[config.mk]
export PLATFORM = sky130hd
export DESIGN_NAME = ahb_input_hold_stage
export DESIGN_NICKNAME = d
export VERILOG_FILES = /design/src/rtl/ahb_input_hold_stage.sv
export SDC_FILE = /design/constraint.sdc
export NUM_CORES = 1
export LEC_CHECK = 0
export ABC_AREA = 0
export CAP_MARGIN = 20
export CORE_MARGIN = 10
export CORE_UTILIZATION = 30
export CTS_BUF_LIST = sky130_fd_sc_hd__clkbuf_2
export CTS_CLUSTER_SIZE = 25
export DETAILED_ROUTE_END_ITERATION = 7
export GPL_ROUTABILITY_DRIVEN = 0
export GPL_TIMING_DRIVEN = 0
export HOLD_SLACK_MARGIN = 0.15
export MAX_ROUTING_LAYER = met4
export PLACE_DENSITY_LB_ADDON = 0.05
export SYNTH_ARGS = -nofsm -noshare
export SYNTH_HDL_FRONTEND = slang
export SYNTH_SLANG_ARGS = --single-unit
[constraint.sdc]
create_clock -name HCLK -period 1.8 [get_ports HCLK]
set_clock_uncertainty 0.15 [all_clocks]
set_input_delay 0.18 -clock HCLK [delete_from_list [all_inputs] [get_ports HCLK]]
set_output_delay 0.18 -clock HCLK [all_outputs]
set_load 0.1 [all_outputs]
[src/rtl/ahb_input_hold_stage.sv]
// Per-master AHB matrix input stage: holds a denied address phase and stalls the master until granted.
// Optional `AHB_INPUT_STALL_CNT_EN adds a saturating count of stalled (pending) cycles.
module ahb_input_hold_stage #(
    parameter int AW = 32,
    parameter int MW = 4
) (
    input  logic          HCLK,
    input  logic          HRESETn,
    input  logic          HSELS,
    input  logic [AW-1:0] HADDRS,
    input  logic [AW-1:0] HAUSERS,
    input  logic [1:0]    HTRANSS,
    input  logic          HWRITES,
    input  logic [2:0]    HSIZES,
    input  logic [2:0]    HBURSTS,
    input  logic [3:0]    HPROTS,
    input  logic [MW-1:0] HMASTERS,
    input  logic          HMASTLOCKS,
    input  logic          HREADYS,
    output logic          HREADYOUTS,
    output logic          HRESPS,
`ifdef AHB_INPUT_STALL_CNT_EN
    input  logic          clr_stall,
    output logic [15:0]   stall_cnt,
`endif
    output logic          sel_ip,
    output logic [AW-1:0] addr_ip,
    output logic [AW-1:0] auser_ip,
    output logic [1:0]    trans_ip,
    output logic          write_ip,
    output logic [2:0]    size_ip,
    output logic [2:0]    burst_ip,
    output logic [3:0]    prot_ip,
    output logic [MW-1:0] master_ip,
    output logic          mastlock_ip,
    output logic          held_tran_ip,
    input  logic          active_ip,
    input  logic          readyout_ip,
    input  logic          resp_ip
);

    localparam logic [1:0] TRANS_NONSEQ = 2'b10;
    localparam logic [1:0] TRANS_SEQ    = 2'b11;
    localparam logic [2:0] BURST_INCR   = 3'b001;

    logic          tran_valid;
    logic          capture;
    logic          granted;
    logic          accept;
    logic          pend_tran;
    logic          data_phase;
    logic          held_is_seq;

    logic [AW-1:0] hold_addr;
    logic [AW-1:0] hold_auser;
    logic [1:0]    hold_trans;
    logic          hold_write;
    logic [2:0]    hold_size;
    logic [2:0]    hold_burst;
    logic [3:0]    hold_prot;
    logic [MW-1:0] hold_master;
    logic          hold_mastlock;

    assign tran_valid  = HSELS & HTRANSS[1] & HREADYS;
    assign capture     = HSELS & HREADYS;
    assign granted     = active_ip & readyout_ip;
    assign held_is_seq = (hold_trans == TRANS_SEQ);

    always_ff @(posedge HCLK or negedge HRESETn) begin
        if (!HRESETn) begin
            hold_addr     <= '0;
            hold_auser    <= '0;
            hold_trans    <= '0;
            hold_write    <= 1'b0;
            hold_size     <= '0;
            hold_burst    <= '0;
            hold_prot     <= '0;
            hold_master   <= '0;
            hold_mastlock <= 1'b0;
        end else if (capture) begin
            hold_addr     <= HADDRS;
            hold_auser    <= HAUSERS;
            hold_trans    <= HTRANSS;
            hold_write    <= HWRITES;
            hold_size     <= HSIZES;
            hold_burst    <= HBURSTS;
            hold_prot     <= HPROTS;
            hold_master   <= HMASTERS;
            hold_mastlock <= HMASTLOCKS;
        end
    end

    always_ff @(posedge HCLK or negedge HRESETn) begin
        if (!HRESETn) begin
            pend_tran <= 1'b0;
        end else if (tran_valid && !granted) begin
            pend_tran <= 1'b1;
        end else if (pend_tran && granted) begin
            pend_tran <= 1'b0;
        end
    end

    // A held SEQ beat loses its burst context once stalled, so it is re-issued as a NONSEQ INCR.
    always_comb begin
        if (pend_tran) begin
            sel_ip      = 1'b1;
            addr_ip     = hold_addr;
            auser_ip    = hold_auser;
            trans_ip    = held_is_seq ? TRANS_NONSEQ : hold_trans;
            write_ip    = hold_write;
            size_ip     = hold_size;
            burst_ip    = held_is_seq ? BURST_INCR : hold_burst;
            prot_ip     = hold_prot;
            master_ip   = hold_master;
            mastlock_ip = hold_mastlock;
        end else begin
            sel_ip      = HSELS;
            addr_ip     = HADDRS;
            auser_ip    = HAUSERS;
            trans_ip    = HTRANSS;
            write_ip    = HWRITES;
            size_ip     = HSIZES;
            burst_ip    = HBURSTS;
            prot_ip     = HPROTS;
            master_ip   = HMASTERS;
            mastlock_ip = HMASTLOCKS;
        end
    end

    assign held_tran_ip = pend_tran | tran_valid;
    assign accept       = held_tran_ip & trans_ip[1] & granted;

    always_ff @(posedge HCLK or negedge HRESETn) begin
        if (!HRESETn) begin
            data_phase <= 1'b0;
        end else if (accept) begin
            data_phase <= 1'b1;
        end else if (readyout_ip) begin
            data_phase <= 1'b0;
        end
    end

    assign HREADYOUTS = data_phase ? readyout_ip : ~pend_tran;
    assign HRESPS     = data_phase ? resp_ip : 1'b0;

`ifdef AHB_INPUT_STALL_CNT_EN
    // Clearing wins over counting so software sees a clean zero even mid-stall.
    always_ff @(posedge HCLK or negedge HRESETn) begin
        if (!HRESETn) begin
            stall_cnt <= '0;
        end else if (clr_stall) begin
            stall_cnt <= '0;
        end else if (pend_tran && (stall_cnt != 16'hFFFF)) begin
            stall_cnt <= stall_cnt + 16'd1;
        end
    end
`endif

endmodule

==> results by group, run 1 <==
Outcome
  • Status: complete, but fails checks
  • Failing checks: negative setup slack

Route
  • Drt pass-1 iters: 4
  • Via count: around 3400
  • Initial DRC Count: between 100 and 150
  • DRT antenna net count: 0
  • WL/cell: 17.4 um
  • Drt drc: 0
  • Vias per inst: around 4.5
  • Final wirelength: between 10000 and 15000 um

Synthesis
  • Sequential area share after synthesis: between 40% and 50%
  • Mapped cell area: roughly 4200 um^2
  • Warnings from Yosys: 0
  • Synth Instances: approximately 290
  • Syn avg cell area: between 10 and 15 um^2
  • Yosys reg bits: 84
  • Yosys cell types: 18
  • Syn nets: between 300 and 400

Global routing
  • Largest net degree at the start of global routing: 64
  • Number of global-route vias before repair: between 3000 and 4000
  • Initial antenna violation count: 0
  • GR Util met2: approximately 21%
  • Grt total ovfl: 0
  • Met1 Track Usage GR: ~17%
  • GR Layer Usage met3: under 10%
  • First-pass GRT wire length: between 20000 and 25000 um
  • Most used routing layer: met2
  • Gr usage total: 13.8%

Floorplan
  • Core box area: ~14000 um^2
  • Initial Util: 30.6%
  • # rows: between 40 and 50
  • # IOs: approximately 180
  • Vert. Die Dim: around 140 um
  • Die ar.: between 15000 and 20000 um^2
  • Die width: 139 um

Timing
  • Fmax: 0.456 GHz
  • PnR worst setup slack: -0.392 ns
  • Post-layout minimum cycle time: roughly 2.2 ns
  • Slew Viols, Final: 0
  • Tcrit/Tclk final: 122%
  • Final Setup Violations: 85
  • Final Hold Fails: 0
  • Worst rel slew slack: 76.5%
  • Worst-Margin Slew: about 0.35 ns
  • RSZ-0062 raised after global routing: yes

Run
  • Max-Cap Viols: 0

Cells and area
  • Most common cell after layout, fill and taps aside: mux2_2
  • Non-filler cells, final: 748
  • Nets: ~650
  • Multi-input logic area: ~2000 um^2
  • Post-route cell area: around 7700 um^2
  • Ant diodes: 0
  • Layout Utilization: between 50% and 60%
  • FF+latch area: approximately 2100 um^2
  • Share of layout cells above drive strength 1: 52.3%
  • Commonest non-fill, non-tap cells in the layout: mux2_2, dlygate4sd3_1, clkdlybuf4s50_1, dfrtp_1, buf_6
  • Fillers: roughly 1200
  • Area grow syn2layout: 81.5%

Clocking
  • CTS root buffer: clkbuf_2
  • Reg clk slew, reported paths: 0.25 ns
  • Max clock buf depth: 2
  • Total CTS buffers: 9
  • CTS tree: yes
  • Post-CTS Setup Inserts: 0
  • Worst skew pair latency: around 0.59 ns
  • CTS Sinks: 84
  • H-tree Lvls: 3

Worst setup path
  • CP top delay family: buffers and inverters
  • Crit-path most repeated cell: buf_12
  • Nature of the critical path startpoint: flop
  • WS Path Type: flop to output pin
  • Max incr delay on CP: ~0.44 ns
  • Slowest-stage cell, CP: dfrtp_1
  • Required time of the critical path: approximately 1.5 ns
  • Worst reg-to-reg setup slack: between 0.4 and 0.5 ns
  • CP arrival: around 1.9 ns
  • Critical-path maximum fanout: 9
  • WP buf/inv: 4
  • Crit end category: output pin
  • Crit-path cells: buf_12 -> buf_12 -> buf_12 -> or2_4 -> buf_12

Placement
  • Dpl cell area: about 6300 um^2
  • Cell count after placement: between 600 and 700
  • I/O Buffers: approximately 170
  • HPWL Detailed: around 8900 um

Min path
  • HP Class: input port to flop

Power and ir drop
  • Peak VDD IR: 0.392 mV
  • Pwr per Cell Area: 953 nW/um^2
  • Leak: 3.26 nW
[cell usage after synthesis]
cell type	instances	area (um^2)
nor2_1	1	3.75
or2_2	1	6.26
buf_6	2	22.5
nand2_4	1	11.3
a31oi_1	1	6.26
nand2_1	5	18.8
mux2i_1	1	10.0
and2_1	2	12.5
inv_1	6	22.5
mux2_2	152	1710
o22ai_1	3	18.8
o32ai_1	1	8.76
dfrtp_1	84	2100
a21oi_1	3	15.0
clkbuf_8	8	110
o21ai_0	1	5.00
mux2_4	7	105
buf_2	8	40.0
[per-stage QoR]
step / power, mW / setup slack, ns / hold slack [ns] / setup TNS [ns]
floorplan: 5.01 / -0.163 / -0.266 / -0.163
global placement: 5.88 / -3.11 / 0.330 / -314.44
detailed placement: 5.92 / -0.855 / -0.0396 / -53.72
CTS: 7.32 / -0.476 / 0.159 / -37.26
global route: 7.63 / -0.486 / 0.196 / -39.44
finish: 7.31 / -0.392 / 0.202 / -30.82
[worst register-to-register path: stages (launching register included)]
cell and delay (ns):
dfrtp_1 0.44, buf_12 0.17, buf_12 0.15, mux2i_2 0.15, o32ai_1 0.27
[state kept, by name (all words and copies together) (netlist names)]
signal and cells:
pend_tran 1, hold_size 3, hold_auser 32, hold_prot 4
hold_addr 32, hold_mastlock 1, hold_trans 2, hold_write 1
hold_burst 3, hold_master 4, data_phase 1
[final cells by class]
cell class | instances | share of cell area, %
clock buffer | 12 | 0.782
multi-input combinational | 179 | 26.4
clock inverter | 3 | 0.505
timing repair buffer | 266 | 38.1
tap | 180 | 2.93
inverter | 6 | 0.293
sequential | 84 | 27.4
buffer | 18 | 3.59
[worst paths after layout]
| path | startpoint | end | cells after the start |
|---|---|---|---|
| setup / recovery | pend_tran | sel_ip | 5 |
| hold / removal | HTRANSS[1] | data_phase | 3 |
| setup reg to reg | pend_tran | data_phase | 4 |
| hold reg to reg | hold_auser[25] | hold_auser[25] | 1 |
| max in group asynchronous | HRESETn | hold_auser[18] | 4 |
| min in group asynchronous | HRESETn | hold_addr[11] | 3 |
[per-layer routing]
metal / routed length (um) / vias to the layer above
met1: 5620 / 1655
li1: - / 1583
met3: 982 / 14
met4: 165 / 0
met5: 0 / -
met2: 6240 / 104
[cells by family after synthesis]
logic type | synth area share, %
multiplexers | 43.2
flip-flops | 49.7
buffers and inverters | 4.61
AND/OR/NAND/NOR | 1.24
AO/OA/AOI/OAI | 1.27
[report_power, final]
part | internal, mW | leakage [nW] | switching, mW
Sequential | 2.16 | 0.987 | 0.134
Combinational | 1.47 | 2.21 | 2.55
Clock | 0.325 | 0.0695 | 0.670
Total | 3.96 | 3.26 | 3.35
[repair_timing]
action	CTS	global route
hold endpoints to repair	168	0
pin swaps	1	0
gates cloned	0	2
hold buffers	88	0
setup endpoints to repair	86	86
gates resized for setup	642	21
Power figures use the tool's default switching activity.
==> inputs of run 2 (changes only) <==
--- a/config.mk
+++ b/config.mk
@@ -6,6 +6,7 @@
 export NUM_CORES = 1
 export LEC_CHECK = 0
 export ABC_AREA = 0
+export ABC_CLOCK_PERIOD_IN_PS = 1800
 export CAP_MARGIN = 20
 export CORE_MARGIN = 10
 export CORE_UTILIZATION = 30
==> results of run 2 <==
Final layout, timing and power as in run 1 (identical DEF).
==> inputs of run 3 (changes only) <==
--- a/config.mk
+++ b/config.mk
@@ -11,7 +11,7 @@
 export CORE_MARGIN = 10
 export CORE_UTILIZATION = 30
 export CTS_BUF_LIST = sky130_fd_sc_hd__clkbuf_2
-export CTS_CLUSTER_SIZE = 25
+export CTS_CLUSTER_SIZE = 40
 export DETAILED_ROUTE_END_ITERATION = 7
 export GPL_ROUTABILITY_DRIVEN = 0
 export GPL_TIMING_DRIVEN = 0
==> constraint.sdc (replaced) <==
create_clock -name HCLK -period 1.8 [get_ports HCLK]
set_clock_uncertainty 0.15 [all_clocks]
set_input_delay 0.27 -clock HCLK [delete_from_list [all_inputs] [get_ports HCLK]]
set_output_delay 0.27 -clock HCLK [all_outputs]
set_load 0.1 [all_outputs]
==> run 3 against run 2 <==
  * The flow still finishes with violations (negative setup slack)
  * Design area is 1.3% lower
  * Core utilization is 0.72 points lower
  * First-iteration DRC count is 49% lower
  * Clock-buffer cell count is 2 lower
  * Fmax is 4.2% lower
  * Sequential power hardly changed
  * Clock power is 2% lower
  * Non-clock buffer count is 3 lower
  * Worst setup slack worse by 0.095 ns
  * Largest power group unchanged
==> results by group, run 3 (synthesized netlist as in run 1, its figures left out) <==
Route
  • Vias per inst: approximately 4.5
  • WL/cell: ~17 um
  • Drt pass-1 iters: 3
  • Drt drc: 0
  • Initial DRC Count: 68
  • Via count: approximately 3300
  • DRT antenna net count: 0
  • Final wirelength: around 13000 um

Global routing
  • Grt total ovfl: 0
  • Gr usage total: between 10% and 20%
  • Initial antenna violation count: 1
  • Number of global-route vias before repair: between 3000 and 4000
  • Largest net degree at the start of global routing: 49
  • First-pass GRT wire length: approximately 21000 um

Cells and area
  • Layout Utilization: between 50% and 60%
  • Share of layout cells above drive strength 1: roughly 52%
  • Non-filler cells, final: around 750
  • Most common cell after layout, fill and taps aside: mux2_2
  • Post-route cell area: ~7600 um^2
  • Area grow syn2layout: 79.1%
  • Nets: 650
  • Largest regs: hold_addr: 32 flops, hold_auser: 32 flops
  • Commonest non-fill, non-tap cells in the layout: mux2_2, clkdlybuf4s50_1, dlygate4sd3_1, buf_6, dfrtp_1

Min path
  • Hold depth: 2
  • Hold Startpoint: HTRANSS[1]
  • Hold Path End: hold_trans[1]
  • HP Class: input port to flop

Outcome
  • Status: complete, but fails checks
  • Failing checks: negative setup slack

Worst setup path
  • WS Path Type: flop to output pin
  • Required time of the critical path: around 1.4 ns
  • Worst R2R Path Depth: 6
  • CP top delay family: buffers and inverters
  • Critical-path maximum fanout: 10
  • Crit-path most repeated cell: buf_6
  • Crit end category: output pin
  • Worst reg-to-reg setup slack: 0.24 ns
  • WP buf/inv: 3
  • CP arrival: between 1.5 and 2 ns
  • Slowest-stage cell, CP: dfrtp_1
  • Crit-path cells: buf_12 -> buf_6 -> mux2_2 -> buf_6
  • RR Endpoint: data_phase
  • Nature of the critical path startpoint: flop
  • Max incr delay on CP: roughly 0.42 ns
  • Reg2reg start: pend_tran

Timing
  • Fmax: around 0.44 GHz
  • Setup TNS: -39.24 ns
  • Final Hold Fails: 0
  • Final Setup Violations: between 80 and 90
  • Post-layout minimum cycle time: about 2.3 ns
  • PnR worst setup slack: -0.487 ns
  • RSZ-0062 raised after global routing: yes
  • Worst rel slew slack: between 60% and 70%
  • Tcrit/Tclk final: 127%
  • Hold WS: between 0.3 and 0.4 ns
  • Worst-Margin Slew: between 0.5 and 0.6 ns
  • Slew Viols, Final: 0

Placement
  • I/O Buffers: ~170
  • Cell count after placement: about 640
  • HPWL Detailed: 8850 um
  • Pre-CTS setup slack: -0.883 ns
  • Dpl cell area: about 6300 um^2

Floorplan
  • Die width: roughly 140 um
  • Core box area: about 14000 um^2
  • Vert. Die Dim: between 100 and 150 um
  • Initial Util: roughly 31%
  • # rows: 43
  • # IOs: 175
  • Die ar.: roughly 19000 um^2

Clocking
  • Total CTS buffers: 9
  • H-tree Lvls: 3
  • Max clock buf depth: 2
  • Reg clk slew, reported paths: between 0.2 and 0.25 ns
  • Worst skew pair latency: 0.56 ns
  • CTS tree: yes
  • CTS root buffer: clkbuf_2
  • CTS Sinks: 84

Power and ir drop
  • Peak VDD IR: approximately 0.44 mV
  • Leak: 3.21 nW
  • Overall power: about 7.2 mW
  • Pwr per Cell Area: around 960 nW/um^2

Run
  • Max-Cap Viols: 0
## run 3: cell count changes in the layout (fill, tap and decap cells not counted), sizes merged
cell	change
buf	+1
clkbuf	-3
clkinv	+2
clkinvlp	+1
diode	+1
dlygate4sd3	-3
## run 3: timing repair
item,4_1_cts,5_1_grt
endpoints found under the hold margin,167,0
setup endpoints to repair,86,86
pin swaps,1,3
buffers inserted,2,0
resized for setup,641,7
hold buffers,85,0
cloned,0,1
## run 3: layout make-up
type	instances	area (um^2)
inverters	6	22.5
multi-input cells	179	2030
fillers	1221	6250
repair buffers	263	2840
diodes	1	2.50
plain buffers	18	256
flip-flops and latches	84	2100
well taps	180	225
clock inverters	6	55.1
clock buffers	10	50.0
## run 3: worst max path at each step
stage / from / endpoint / slack (ns) / cells after the start
2_1_floorplan: pend_tran / burst_ip[1] / 0.004 / 5
3_3_place_gp: HRESETn / hold_auser[8] / -3.17 / 1
3_5_place_dp: HSELS / held_tran_ip / -0.88 / 4
4_1_cts: pend_tran / sel_ip / -0.59 / 5
5_1_grt: pend_tran / burst_ip[1] / -0.60 / 5
6_report: pend_tran / addr_ip[1] / -0.49 / 4
## run 3: where the power goes
part | internal (mW) | switching (mW)
combinational | 1.44 | 2.54
clock | 0.312 | 0.668
sequential | 2.16 | 0.129
total | 3.91 | 3.33
## run 3: metal layers
metal | global-route usage, % | wire length, um
met1 | 16.4 | 5610
met2 | 20.1 | 5820
met3 | 5.14 | 1020
met4 | 4.94 | 138
met5 | - | 0
